`src/rtl/char_sprite_sched.sv`:
```
// Shares one character-sprite ROM port between the two player painters, one pixel at a time.
// Fetches the player-1 then player-2 texel in fixed slots and composes them over the background.
module char_sprite_sched #(
  parameter int unsigned SPR_W     = 64,
  parameter int unsigned SPR_H     = 48,
  parameter logic [7:0]  TRANSP    = 8'b111_000_11,
  parameter bit          P1_ON_TOP = 1'b1
) (
  input  logic        clk,
  input  logic        rst_n,
  input  logic        pix_en,
  input  logic        frame_start,
  input  logic [9:0]  hc,
  input  logic [9:0]  vc,
  input  logic [7:0]  bg_rgb,
  input  logic [9:0]  p1_x,
  input  logic [9:0]  p1_y,
  input  logic [9:0]  p2_x,
  input  logic [9:0]  p2_y,
  input  logic        p1_alive,
  input  logic        p2_alive,
  output logic        rom_en,
  output logic [12:0] rom_addr,
  input  logic [7:0]  rom_data,
  output logic [2:0]  red,
  output logic [2:0]  green,
  output logic [1:0]  blue,
  output logic        pix_valid,
  output logic        overrun,
  output logic [1:0]  dbg_state
);

  typedef enum logic [1:0] {IDLE = 2'd0, F1 = 2'd1, F2 = 2'd2, CMP = 2'd3} state_t;

  state_t      state_q, state_d;
  logic [9:0]  s1_x_q, s1_y_q, s2_x_q, s2_y_q;
  logic        s1_alive_q, s2_alive_q;
  logic        hit1_q, hit2_q;
  logic [11:0] addr2_q;
  logic [7:0]  bg_q, c1_q;
  logic        rom_en_q, rom_en_d;
  logic [12:0] rom_addr_q, rom_addr_d;
  logic [7:0]  rgb_q, rgb_d;
  logic        pix_valid_q, pix_valid_d;
  logic        overrun_q;
  logic        load_c1;
  logic        hit1_c, hit2_c;
  logic [11:0] addr1_c, addr2_c;
  logic        op1, op2;

  // 11-bit compare so a sprite near the right/bottom edge never wraps back to column/row 0.
  function automatic logic hit_f(input logic alive, input logic [9:0] x, input logic [9:0] y,
                                 input logic [9:0] h, input logic [9:0] v);
    logic [10:0] hx, vy, px, py;
    hx = {1'b0, h};
    vy = {1'b0, v};
    px = {1'b0, x};
    py = {1'b0, y};
    return alive && (hx >= px) && (hx < px + 11'(SPR_W)) && (vy >= py) && (vy < py + 11'(SPR_H));
  endfunction

  function automatic logic [11:0] addr_f(input logic [9:0] x, input logic [9:0] y,
                                         input logic [9:0] h, input logic [9:0] v);
    logic [11:0] col, row;
    col = {2'b00, h - x};
    row = {2'b00, v - y};
    return row * 12'(SPR_W) + col;
  endfunction

  assign hit1_c  = hit_f(s1_alive_q, s1_x_q, s1_y_q, hc, vc);
  assign hit2_c  = hit_f(s2_alive_q, s2_x_q, s2_y_q, hc, vc);
  assign addr1_c = addr_f(s1_x_q, s1_y_q, hc, vc);
  assign addr2_c = addr_f(s2_x_q, s2_y_q, hc, vc);

  assign op1 = hit1_q && (c1_q != TRANSP);
  assign op2 = hit2_q && (rom_data != TRANSP);

  always_ff @(posedge clk or negedge rst_n) begin
    if (!rst_n) state_q <= IDLE;
    else        state_q <= state_d;
  end

  // Any pix_en restarts the sequence at F1, which also covers the abort case.
  always_comb begin
    state_d = state_q;
    if (pix_en) begin
      state_d = F1;
    end else begin
      case (state_q)
        F1:      state_d = F2;
        F2:      state_d = CMP;
        CMP:     state_d = IDLE;
        default: state_d = IDLE;
      endcase
    end
  end

  always_comb begin
    rom_en_d    = 1'b0;
    rom_addr_d  = rom_addr_q;
    pix_valid_d = 1'b0;
    rgb_d       = rgb_q;
    load_c1     = 1'b0;
    if (pix_en) begin
      rom_en_d = hit1_c;
      if (hit1_c) rom_addr_d = {1'b0, addr1_c};
    end else begin
      case (state_q)
        F1: begin
          rom_en_d = hit2_q;
          if (hit2_q) rom_addr_d = {1'b1, addr2_q};
        end
        F2: load_c1 = 1'b1;
        CMP: begin
          pix_valid_d = 1'b1;
          if (P1_ON_TOP) rgb_d = op1 ? c1_q : (op2 ? rom_data : bg_q);
          else           rgb_d = op2 ? rom_data : (op1 ? c1_q : bg_q);
        end
        default: ;
      endcase
    end
  end

  // Shadows are written at the edge, so a pixel captured together with frame_start sees the old frame.
  always_ff @(posedge clk or negedge rst_n) begin
    if (!rst_n) begin
      s1_x_q      <= '0;
      s1_y_q      <= '0;
      s2_x_q      <= '0;
      s2_y_q      <= '0;
      s1_alive_q  <= 1'b0;
      s2_alive_q  <= 1'b0;
      hit1_q      <= 1'b0;
      hit2_q      <= 1'b0;
      addr2_q     <= '0;
      bg_q        <= '0;
      c1_q        <= '0;
      rom_en_q    <= 1'b0;
      rom_addr_q  <= '0;
      rgb_q       <= '0;
      pix_valid_q <= 1'b0;
      overrun_q   <= 1'b0;
    end else begin
      if (frame_start) begin
        s1_x_q     <= p1_x;
        s1_y_q     <= p1_y;
        s2_x_q     <= p2_x;
        s2_y_q     <= p2_y;
        s1_alive_q <= p1_alive;
        s2_alive_q <= p2_alive;
      end
      if (pix_en) begin
        hit1_q  <= hit1_c;
        hit2_q  <= hit2_c;
        addr2_q <= addr2_c;
        bg_q    <= bg_rgb;
      end
      if (load_c1) c1_q <= rom_data;
      if (pix_en && (state_q != IDLE)) overrun_q <= 1'b1;
      rom_en_q    <= rom_en_d;
      rom_addr_q  <= rom_addr_d;
      rgb_q       <= rgb_d;
      pix_valid_q <= pix_valid_d;
    end
  end

  assign rom_en    = rom_en_q;
  assign rom_addr  = rom_addr_q;
  assign red       = rgb_q[7:5];
  assign green     = rgb_q[4:2];
  assign blue      = rgb_q[1:0];
  assign pix_valid = pix_valid_q;
  assign overrun   = overrun_q;
  assign dbg_state = state_q;

endmodule
```
`config.mk`:
```
export PLATFORM = sky130hd
export DESIGN_NAME = char_sprite_sched
export DESIGN_NICKNAME = d
export VERILOG_FILES = /design/src/rtl/char_sprite_sched.sv
export SDC_FILE = /design/constraint.sdc
export NUM_CORES = 1
export LEC_CHECK = 0
export CAP_MARGIN = 20
export CORE_ASPECT_RATIO = 1.4
export CORE_MARGIN = 3
export CORE_UTILIZATION = 59
export CTS_CLUSTER_SIZE = 16
export DETAILED_ROUTE_END_ITERATION = 16
export GPL_ROUTABILITY_DRIVEN = 0
export PLACE_DENSITY_LB_ADDON = 0.25
export SYNTH_ARGS = -nofsm -noshare
export SYNTH_HDL_FRONTEND = slang
export SYNTH_SLANG_ARGS = --single-unit
```
`constraint.sdc`:
```
create_clock -name clk -period 4.9 [get_ports clk]
set_input_delay 0.49 -clock clk [delete_from_list [all_inputs] [get_ports clk]]
set_output_delay 0.49 -clock clk [all_outputs]
set_load 0.03 [all_outputs]
```
==> results of run 1 <==
## state kept, by name, summed over array words and instances, names as in the netlist
register    cells
rom_addr       13
dbg_state       2
pix_valid       1
c1_q            8
bg_q            8
addr2_q        12
rgb_q           8
rom_en          1
s2_alive_q      1
s1_alive_q      1
s1_x_q         10
hit2_q          1
hit1_q          1
s2_y_q         10
overrun         1
s1_y_q         10
s2_x_q         10
## power groups by stage
stage                     registers (uW)  clock network [uW]  logic, uW
final                               1100                 814       1250
after global routing                1110                 856       1360
after CTS                           1090                 817       1240
after detailed placement            1110                   0       1230
after global placement              1090                   0       1180
after floorplan                     1230                   0        654
## cells by family (layout without fill, tap and decap cells)
kind of cell,Yosys count,count (layout),synth area share [%]
compound gates,182,182,17.6
xor+xnor,38,38,5.37
fa+ha+maj,82,82,16.6
buf+inv,78,186,4.65
flops,98,98,38.0
mux,41,41,7.37
simple gates,142,142,10.4
## metrics by stage
stage	utilization (%)	power (uW)	hold WS [ns]	area, um2
floorplan	-	1880	0.194	6450
global placement	72.7	2270	0.455	7640
detailed placement	72.7	2330	0.471	7640
CTS	75.9	3150	0.207	7980
global route	75.9	3320	0.221	7980
finish	75.9	3150	0.172	7980
## synthesized netlist by cell type (2+ instances only)
cell | n | share of area [%]
dfrtp_1 | 98 | 38
ha_1 | 76 | 15
nand2_1 | 76 | 4.4
o21ai_0 | 69 | 5.4
inv_1 | 61 | 3.5
a21oi_1 | 47 | 3.6
mux2_2 | 28 | 4.9
xnor2_1 | 27 | 3.7
a21o_1 | 20 | 2.3
nor2_1 | 18 | 1.0
clkbuf_1 | 16 | 0.93
nor2b_1 | 12 | 1.2
o21a_1 | 10 | 1.2
xor2_1 | 10 | 1.4
nand3_1 | 8 | 0.62
mux2i_1 | 7 | 1.1
fa_1 | 6 | 1.9
mux2_4 | 6 | 1.4
a211oi_1 | 4 | 0.47
nand2b_1 | 4 | 0.39
nand4_1 | 4 | 0.39
o211ai_1 | 4 | 0.47
a21boi_0 | 3 | 0.35
and4_1 | 3 | 0.41
or2_2 | 3 | 0.29
a2111oi_0 | 2 | 0.27
a221oi_1 | 2 | 0.27
nor3_1 | 2 | 0.16
nor3b_1 | 2 | 0.23
nor4_1 | 2 | 0.19
o2111ai_1 | 2 | 0.27
o21ai_1 | 2 | 0.16
o21bai_1 | 2 | 0.23
o221ai_1 | 2 | 0.27
or4_1 | 2 | 0.23
## final timing paths
check	start	end	slack, ns	cells after the start
min	rst_n	bg_q[3]$_DFFE_PN0P_	0.17	1
max	hc[1]	rom_addr[11]$_DFFE_PN0P_	0.95	16
max in group asynchronous	rst_n	c1_q[0]$_DFFE_PN0P_	3.61	2
min in group clk	addr2_q[0]$_DFFE_PN0P_	addr2_q[0]$_DFFE_PN0P_	0.48	2
max reg2reg	s1_x_q[1]$_DFFE_PN0P_	rom_addr[11]$_DFFE_PN0P_	1.19	16
min reg2reg	addr2_q[0]$_DFFE_PN0P_	addr2_q[0]$_DFFE_PN0P_	0.48	2
## final cells by class
type                       count  share of cell area, %
clock buffer                   9                   2.82
clock inverter                 6                   1.41
inverter                      61                   2.87
multi-input combinational    485                   46.4
sequential                    98                   30.7
tap                          138                   2.16
timing repair buffer         110                   13.6
## metal layers
metal | global-route usage, % | vias to the layer above | part of all wire [%] | wire length, um
li1 | - | 2528 | - | -
met1 | 30.5 | 2592 | 38 | 6170
met2 | 50.5 | 181 | 54 | 8630
met4 | 12.0 | 0 | 3.4 | 548
met5 | 0 | - | 0 | 0
met3 | 4.15 | 44 | 4.5 | 719
## worst reg2reg max path: cells and delay by family (launching register included)
kind                       cells  cell delay [ns]
xor gates and xnor gates       2             0.51
buffers and inverters          1             0.14
AOI/OAI and AO/OA              8             1.73
and+or+nand+nor                2             0.21
adders and majority gates      2             0.54
muxes                          1             0.15
DFF                            1             0.36
==> impl_results.md, run 1 <==
- Outcome: finished clean
- Final Hold Viols: 0
- Seq cells post-synth: around 100
- Commonest non-fill, non-tap cell in the layout: clkdlybuf4s50_1
- Synthesized area per cell: about 9.8 um2
- First DRT Iteration DRCs: 280
- Slew Viols, Final: 0
- Actual slew at the worst max-slew pin: 0.995 ns
- Net Sw Frac: about a third
- Crit path time final: 3.95 ns
- Most frequent cells in the layout: clkdlybuf4s50_1 (105), dfrtp_1 (98), nand2_1 (76), ha_1 (76), o21ai_0 (69)
- Top Ports: about 110
- Die Ht: 130 um
- Startpoint types: input pin
- Clk network pwr share: 25.8%
- WP data arrival: 4.23 ns
- Highest Clock Rate: 0.253 GHz
- Sw power: between 1000 and 1500 uW
- Max clock buf depth: 2
- Sink Count: 98
- Place WS: 0.692 ns
- Initial core utilization: between 60% and 70%
- Hold_buf cts: 0
- Worst rel slew slack: 32.8%
- Die area: 0.0122 mm2
- Worst path top cell family by delay: compound AO/OA/AOI/OAI gates
- Setup TNS: 0 ns
- Core ar.: 0.0105 mm2
- Routed WL per cell: 17.7 um
- Largest net degree at the start of global routing: ~50
- Power density over the cells: 395 mW/mm2
- FILL cells: 720
- Clock-pin slew on the worst setup and hold paths: 0.07 ns
- HPWL Detailed: 12400 um
- Fin nets: 929
- First drt pass iteration count: 5
- Static leakage: around 0.0037 uW
- EDFF count, synth: 0
- Max stage delay on crit path: 0.51 ns
- Critical path class: input pin to flop
- Crit. End Element: flop
- Sequential fraction of the synthesis area: 38.0%
- CP max stage cell: clkdlybuf4s50_1
- Syn Inst Count: between 600 and 700
- Grt ovf: 0
- Register area: around 0.0025 mm2
- Post-CTS Resized: 0
- Non-Filler Instances: slightly above 900
- Tcrit/Tclk final: between 80% and 90%
- Share of cells above drive strength 1: 8.19%
- Final worst slack: approximately 0.95 ns
- Synth warn: 0
- Worst Path Buf+Inv: 1
- CTS tree: built
- Cell Rows: 44
- Async set-reset flop share out of synthesis: 100%
- Fin Clk Skew: about 0.008 ns
- Antenna violations before repair: 0
- Setup repair after global routing missed its margin: false
- Diode count: 0
- Drc violations: 0
- Vias in the first global route: approximately 5500
- Crit Path Max Fanout: 4
- Die W: 94.4 um
- Dpl cells: 892
- Root Buffer: clkbuf_16
- Max_cap viols: 0
- Internal: 2070 uW
- ANT nets after route: 0
- Maximum VDD drop: between 0.2 and 0.25 mV
- Area delta synth->final: 23.6%
- Post-Route WL: 16100 um
- Global Route Usage Sum: 27.2%
- Multi-input gate area: 0.00370 mm2
- Syn_nets: about 830
- Cell Area, Synth: between 0.006 and 0.007 mm2
- Clock buffer count from CTS: 9
- # setup viols final: 0
- Clk Latency, worst-skew pair: ~0.35 ns
- PortBufs: 107
- CP Cell Sequence: clkdlybuf4s50_1 > ha_1 > nor2b_1 > o31ai_1 > a21oi_1 > a21o_1 > a21o_1 > a21oi_1 > xnor2_1 > ha_1 > o21ai_0 > nor2_1 > o21ai_0 > xnor3_1 > a21oi_1 > mux2_4
- Hold crit path type: input pin to asynchronous set/reset pin
- Primary FF master, synth: dfrtp_1
- Worst path required time: 5.19 ns
- Avg Vias per Cell: 5.89
- DR vias: about 5300
- First-pass GRT wire length: 26000 um
- Post-CTS Setup Bufs: 0
- Netlist cell types: 56
- H-tree Lvls: 3
- Sequential share of power: about a third
- Most used cell, CP: a21oi_1
- Comb power frac: between 30% and 40%
No activity file was read; power rests on OpenSTA's default activity.
==> inputs of run 2 (changes only) <==
--- a/config.mk
+++ b/config.mk
@@ -8,7 +8,7 @@
 export CAP_MARGIN = 20
 export CORE_ASPECT_RATIO = 1.4
 export CORE_MARGIN = 3
-export CORE_UTILIZATION = 59
+export CORE_UTILIZATION = 54
 export CTS_CLUSTER_SIZE = 16
 export DETAILED_ROUTE_END_ITERATION = 16
 export GPL_ROUTABILITY_DRIVEN = 0
==> constraint.sdc (replaced) <==
create_clock -name clk -period 3.7 [get_ports clk]
set_input_delay 0.37 -clock clk [delete_from_list [all_inputs] [get_ports clk]]
set_output_delay 0.37 -clock clk [all_outputs]
set_load 0.03 [all_outputs]
==> impl_results.md, run 2 (synthesis gave the netlist of run 1 again) <==
- Power, Total: around 4300 uW
- Commonest non-fill, non-tap cell in the layout: clkdlybuf4s50_1
- Share of cells above drive strength 1: 11.7%
- Diode count: 0
- ANT nets after route: 0
- First drt pass iteration count: 5
- Avg Vias per Cell: 5.69
- First DRT Iteration DRCs: 200
- Static leakage: a little under 0.004 uW
- Max FFs per register: 13
- Clock buffer count from CTS: 9
- First-pass GRT wire length: 26700 um
- Slew Viols, Final: 0
- Most frequent cells in the layout: clkdlybuf4s50_1 (105), dfrtp_1 (98), nand2_1 (76), ha_1 (76), o21ai_0 (67)
- WP data arrival: between 3 and 4 ns
- Actual slew at the worst max-slew pin: 0.902 ns
- Largest net degree at the start of global routing: 66
- Crit. End Element: flop
- FILL cells: about 900
- Fin nets: 955
- Worst path required time: between 3 and 4 ns
- R2r worst-path depth: 16
- Antenna violations before repair: 0
- Global Route Usage Sum: 25.1%
- Routed WL per cell: approximately 17 um
- Fin Clk Skew: between 0.01 and 0.015 ns
- Core ar.: 0.0115 mm2
- Vias in the first global route: between 5000 and 6000
- CP max stage cell: clkdlybuf4s50_1
- Top Ports: 108
- Tcrit/Tclk final: 94.7%
- R2R Path Start: s1_x_q[1]$_DFFE_PN0P_
- Initial core utilization: 56.1%
- DR vias: 5347
- Post-CTS Setup Bufs: 0
- Layout Utilization: around 71%
- Root Buffer: clkbuf_16
- Outcome: finished clean
- Final worst slack: ~0.2 ns
- Post-Route WL: roughly 16000 um
- Maximum VDD drop: 0.330 mV
- Clock-pin slew on the worst setup and hold paths: roughly 0.070 ns
- PortBufs: 107
- Die W: 98.4 um
- CP Cell Sequence: clkdlybuf4s50_1 > inv_1 > ha_1 > inv_1 > fa_1 > a21o_1 > a21oi_2 > o21bai_1 > a21oi_1 > xnor2_1 > ha_1 > fa_1 > a21o_1 > a21oi_1 > xor2_1 > o21ai_0 > mux2_4
- Worst rel slew slack: 39.1%
- Die area: about 0.013 mm2
- Grt ovf: 0
- R2R setup slack: about 0.24 ns
- Power density over the cells: approximately 520 mW/mm2
- Sink Count: a little under 100
- Drc violations: 0
- Die Ht: 135 um
- HPWL Detailed: 12900 um
- # setup viols final: 0
- Highest Clock Rate: 0.285 GHz
- Setup repair after global routing missed its margin: false
- Max clock buf depth: 2
- Max stage delay on crit path: 0.39 ns
- Place WS: -0.235 ns
- Crit path time final: 3.51 ns
- Final Hold Viols: 0
- Hold crit path type: input pin to asynchronous set/reset pin
- Startpoint types: input pin
- Clk Latency, worst-skew pair: approximately 0.35 ns
- CTS tree: built
- Setup TNS: 0 ns
- Crit path from: hc[0]
- Cell Rows: 46
- Critical path class: input pin to flop
- Crit Path Max Fanout: 3
- H-tree Lvls: 3
- Area delta synth->final: 27.3%
- CP Capture Point: rom_addr[10]$_DFFE_PN0P_
- Hold_buf cts: 0
- Max_cap viols: 0
- Worst R2R End: rom_addr[11]$_DFFE_PN0P_
## run 2: layout make-up
class	count	area [um2]	area share (%)
Clock buffer	11	253	3.08
Sequential cell	98	2450	29.8
Inverter	61	229	2.79
Clock inverter	5	108	1.31
Multi-Input combinational cell	485	3710	45.2
Tap cell	144	180	2.19
Timing Repair Buffer	136	1280	15.6
## run 2: repair_timing
item	in CTS	in global routing
gates resized for setup	0	5
hold endpoints to repair	0	0
setup endpoints to repair	0	3
## run 2: worst min-delay path by stage
stage | from | slack (ns) | endpoint
2_1_floorplan | rst_n | 0.07 | addr2_q[0]$_DFFE_PN0P_
3_3_place_gp | addr2_q[0]$_DFFE_PN0P_ | 0.46 | addr2_q[0]$_DFFE_PN0P_
3_5_place_dp | addr2_q[6]$_DFFE_PN0P_ | 0.46 | addr2_q[6]$_DFFE_PN0P_
4_1_cts | rst_n | 0.15 | s2_x_q[0]$_DFFE_PN0P_
5_1_grt | rst_n | 0.17 | s1_x_q[1]$_DFFE_PN0P_
6_report | rst_n | 0.12 | s2_x_q[0]$_DFFE_PN0P_
## run 2: where the power goes
part	switching [uW]	internal, uW	total [uW]
logic	893	844	1740
clock network	411	701	1110
registers	138	1300	1440
total	1440	2850	4290
## run 2: metal layers
| layer | GRT usage [%] | share of wire [%] | wire length [um] |
|---|---|---|---|
| met5 | 0 | 0 | 0 |
| met4 | 11.2 | 4.2 | 689 |
| met3 | 4.64 | 5.2 | 840 |
| met2 | 46.1 | 52 | 8520 |
| met1 | 28.1 | 38 | 6240 |
## run 2: per-stage QoR
| stage | instances | cell area, um2 | hold slack, ns |
|---|---|---|---|
| after CTS | 940 | 8200 | 0.148 |
| after global routing | 940 | 8220 | 0.170 |
| after detailed placement | 924 | 7840 | 0.462 |
| final | 940 | 8220 | 0.116 |
| after floorplan | 661 | 6450 | 0.0744 |
| after global placement | 924 | 7840 | 0.455 |
## run 2: worst max-delay path: cells and delay by family
kind,cells,cell delay [ns]
mux,1,0.27
fa+ha+maj,4,1.19
compound gates,7,1.10
buf+inv,3,0.53
xor+xnor,2,0.25
==> inputs of run 3 (changes only) <==
--- a/config.mk
+++ b/config.mk
@@ -7,11 +7,11 @@
 export LEC_CHECK = 0
 export CAP_MARGIN = 20
 export CORE_ASPECT_RATIO = 1.4
-export CORE_MARGIN = 3
 export CORE_UTILIZATION = 54
 export CTS_CLUSTER_SIZE = 16
 export DETAILED_ROUTE_END_ITERATION = 16
 export GPL_ROUTABILITY_DRIVEN = 0
+export GPL_TIMING_DRIVEN = 0
 export PLACE_DENSITY_LB_ADDON = 0.25
 export SYNTH_ARGS = -nofsm -noshare
 export SYNTH_HDL_FRONTEND = slang
==> constraint.sdc (replaced) <==
create_clock -name clk -period 3.7 [get_ports clk]
set_input_delay 0.37 -clock clk [delete_from_list [all_inputs] [get_ports clk]]
set_output_delay 0.37 -clock clk [all_outputs]
set_load 0.005 [all_outputs]
==> impl_results.md, run 3 (synthesis gave the netlist of run 1 again) <==
- Startpoint types: input pin
- Sequential share of power: 36.9%
- First drt pass iteration count: 4
- Diode count: 0
- Worst hold path startpoint: overrun$_DFFE_PN0P_
- Non-Filler Instances: 930
- Tcrit/Tclk final: ~96%
- Dpl cell area: roughly 0.0077 mm2
- Final Cell Area: just over 0.008 mm2
- Top Ports: 108
- Place WS: -0.569 ns
- Grt ovf: 0
- Clock-pin slew on the worst setup and hold paths: 0.07 ns
- Static leakage: 0.00376 uW
- FILL cells: 898
- First DRT Iteration DRCs: 186
- Final worst slack: 0.161 ns
- Commonest non-fill, non-tap cell in the layout: clkdlybuf4s50_1
- Max FFs per register: 13
- Critical path class: input pin to flop
- Max clock buf depth: 2
- Vias in the first global route: about 5600
- H-tree Lvls: 3
- WHS Path Cells: 1
- Drc violations: 0
- # setup viols final: 0
- WP data arrival: 3.77 ns
- Largest net degree at the start of global routing: 67
- Avg Vias per Cell: 5.71
- Post-Route WL: 16200 um
- Worst path required time: between 3 and 4 ns
- Net Sw Frac: between 30% and 40%
- Clock buffer count from CTS: 9
- Share of cells above drive strength 1: between 8 and 9%
- Clk Latency, worst-skew pair: ~0.35 ns
- Max_cap viols: 0
- Fin nets: 946
- Final Hold Viols: 0
- Power, Total: 3900 uW
- Final Hold Slack: 0.477 ns
- Dpl cells: 912
- R2R Path Start: s1_x_q[1]$_DFFE_PN0P_
- R2R setup slack: 0.20 ns
- Worst rel slew slack: 49.1%
- R2r worst-path depth: 16
- Initial core utilization: 56.1%
- Crit path time final: about 3.5 ns
- Clk network pwr share: about a quarter
- WHS Endpoint: overrun$_DFFE_PN0P_
- Most frequent cells in the layout: clkdlybuf4s50_1 (104), dfrtp_1 (98), nand2_1 (76)
- Area delta synth->final: 25.5%
- Die area: about 0.012 mm2
- Outcome: finished clean
- CTS tree: built
- Crit. End Element: flop
- Slew Viols, Final: 0
- Root Buffer: clkbuf_16
- Sink Count: 98
- Fin Clk Skew: a little under 0.007 ns
- Global Route Usage Sum: about 28%
- Die W: 94.4 um
- Power density over the cells: a little under 500 mW/mm2
- Highest Clock Rate: around 0.28 GHz
- Actual slew at the worst max-slew pin: between 0.7 and 0.8 ns
- Worst R2R End: rom_addr[11]$_DFFE_PN0P_
- Maximum VDD drop: 0.273 mV
- Core ar.: 0.0115 mm2
- DR vias: 5311
- First-pass GRT wire length: 26900 um
- Routed WL per cell: approximately 17 um
- Die Ht: 131 um
- ANT nets after route: 0
- Cell Rows: 46
- Sw power: 1230 uW
- Antenna violations before repair: 0
- Hold crit path type: flop to flop
- Comb power frac: 37.5%
- PortBufs: 106
- HPWL Detailed: 13100 um
- Internal: 2680 uW
- Crit Path Max Fanout: 3
==> run 3: changes by cell type in the layout (fill, tap and decap cells not counted), sizes merged <==
cell           previous run  this run
inv                      62        63
buf                      31         5
bufinv                    3         2
clkbuf                   11        25
clkdlybuf4s50           105       104
dlymetal6s2s              0         1
clkinv                    1         2
dlygate4sd3               0         1
==> run 3: power groups by stage <==
stage / combinational [uW] / sequential, uW / clock, uW
finish: 1470 / 1440 / 999
global route: 1630 / 1470 / 1060
CTS: 1450 / 1440 / 1020
detailed placement: 1430 / 1460 / 0
global placement: 1370 / 1450 / 0
floorplan: 866 / 1430 / 0
==> run 3: layer usage <==
| metal | vias up | routed length, um | GRT usage (%) |
|---|---|---|---|
| met3 | 52 | 569 | 3.70 |
| met1 | 2550 | 6340 | 32.7 |
| met4 | 0 | 762 | 15.9 |
| li1 | 2561 | - | - |
| met5 | - | 0 | 0 |
| met2 | 148 | 8530 | 49.3 |
==> run 3: repair_timing <==
item / in CTS / in global routing
pin swaps: 0 / 2
setup endpoints to repair: 3 / 3
hold buffers: 1 / 0
gates resized for setup: 4 / 9
hold endpoints to repair: 32 / 0
setup buffers: 0 / 2
==> run 3: through the flow <==
stage	util [%]	setup TNS, ns
after floorplan	-	0
after global placement	66.8	-126.17
after detailed placement	67.1	-1.75
after CTS	70.0	-0.0304
after global routing	70.4	-0.00809
final	70.4	0
==> run 3: area by class of cell <==
class                      instances  area [um2]  area share [%]
multi-input combinational        485        3740            46.2
sequential                        98        2450            30.3
timing repair buffer             110        1110            13.7
inverter                          61         229            2.83
clock buffer                       9         225            2.78
tap                              144         180            2.22
clock inverter                     6        87.6            1.08
buffer                            17        71.3           0.881
==> run 3: worst max-delay path by stage <==
stage / startpoint / end
after floorplan: hc[0] / rom_addr[10]$_DFFE_PN0P_
after global placement: rst_n / s1_y_q[1]$_DFFE_PN0P_
after detailed placement: hc[1] / rom_addr[11]$_DFFE_PN0P_
after CTS: hc[1] / rom_addr[11]$_DFFE_PN0P_
after global routing: s1_x_q[1]$_DFFE_PN0P_ / rom_addr[11]$_DFFE_PN0P_
final: hc[0] / rom_addr[10]$_DFFE_PN0P_
==> run 3: worst max-delay path, cell delays in order <==
cell and delay [ns]:
clkdlybuf4s50_1 0.39, inv_1 0.08, ha_1 0.17, inv_1 0.06, fa_1 0.40, a21o_1 0.21
a21oi_4 0.17, o21bai_1 0.09, a21oi_1 0.19, xnor2_1 0.12, ha_2 0.22, fa_1 0.39
a21o_1 0.18, a21oi_1 0.18, xor2_1 0.16, o21ai_0 0.11, mux2_4 0.28
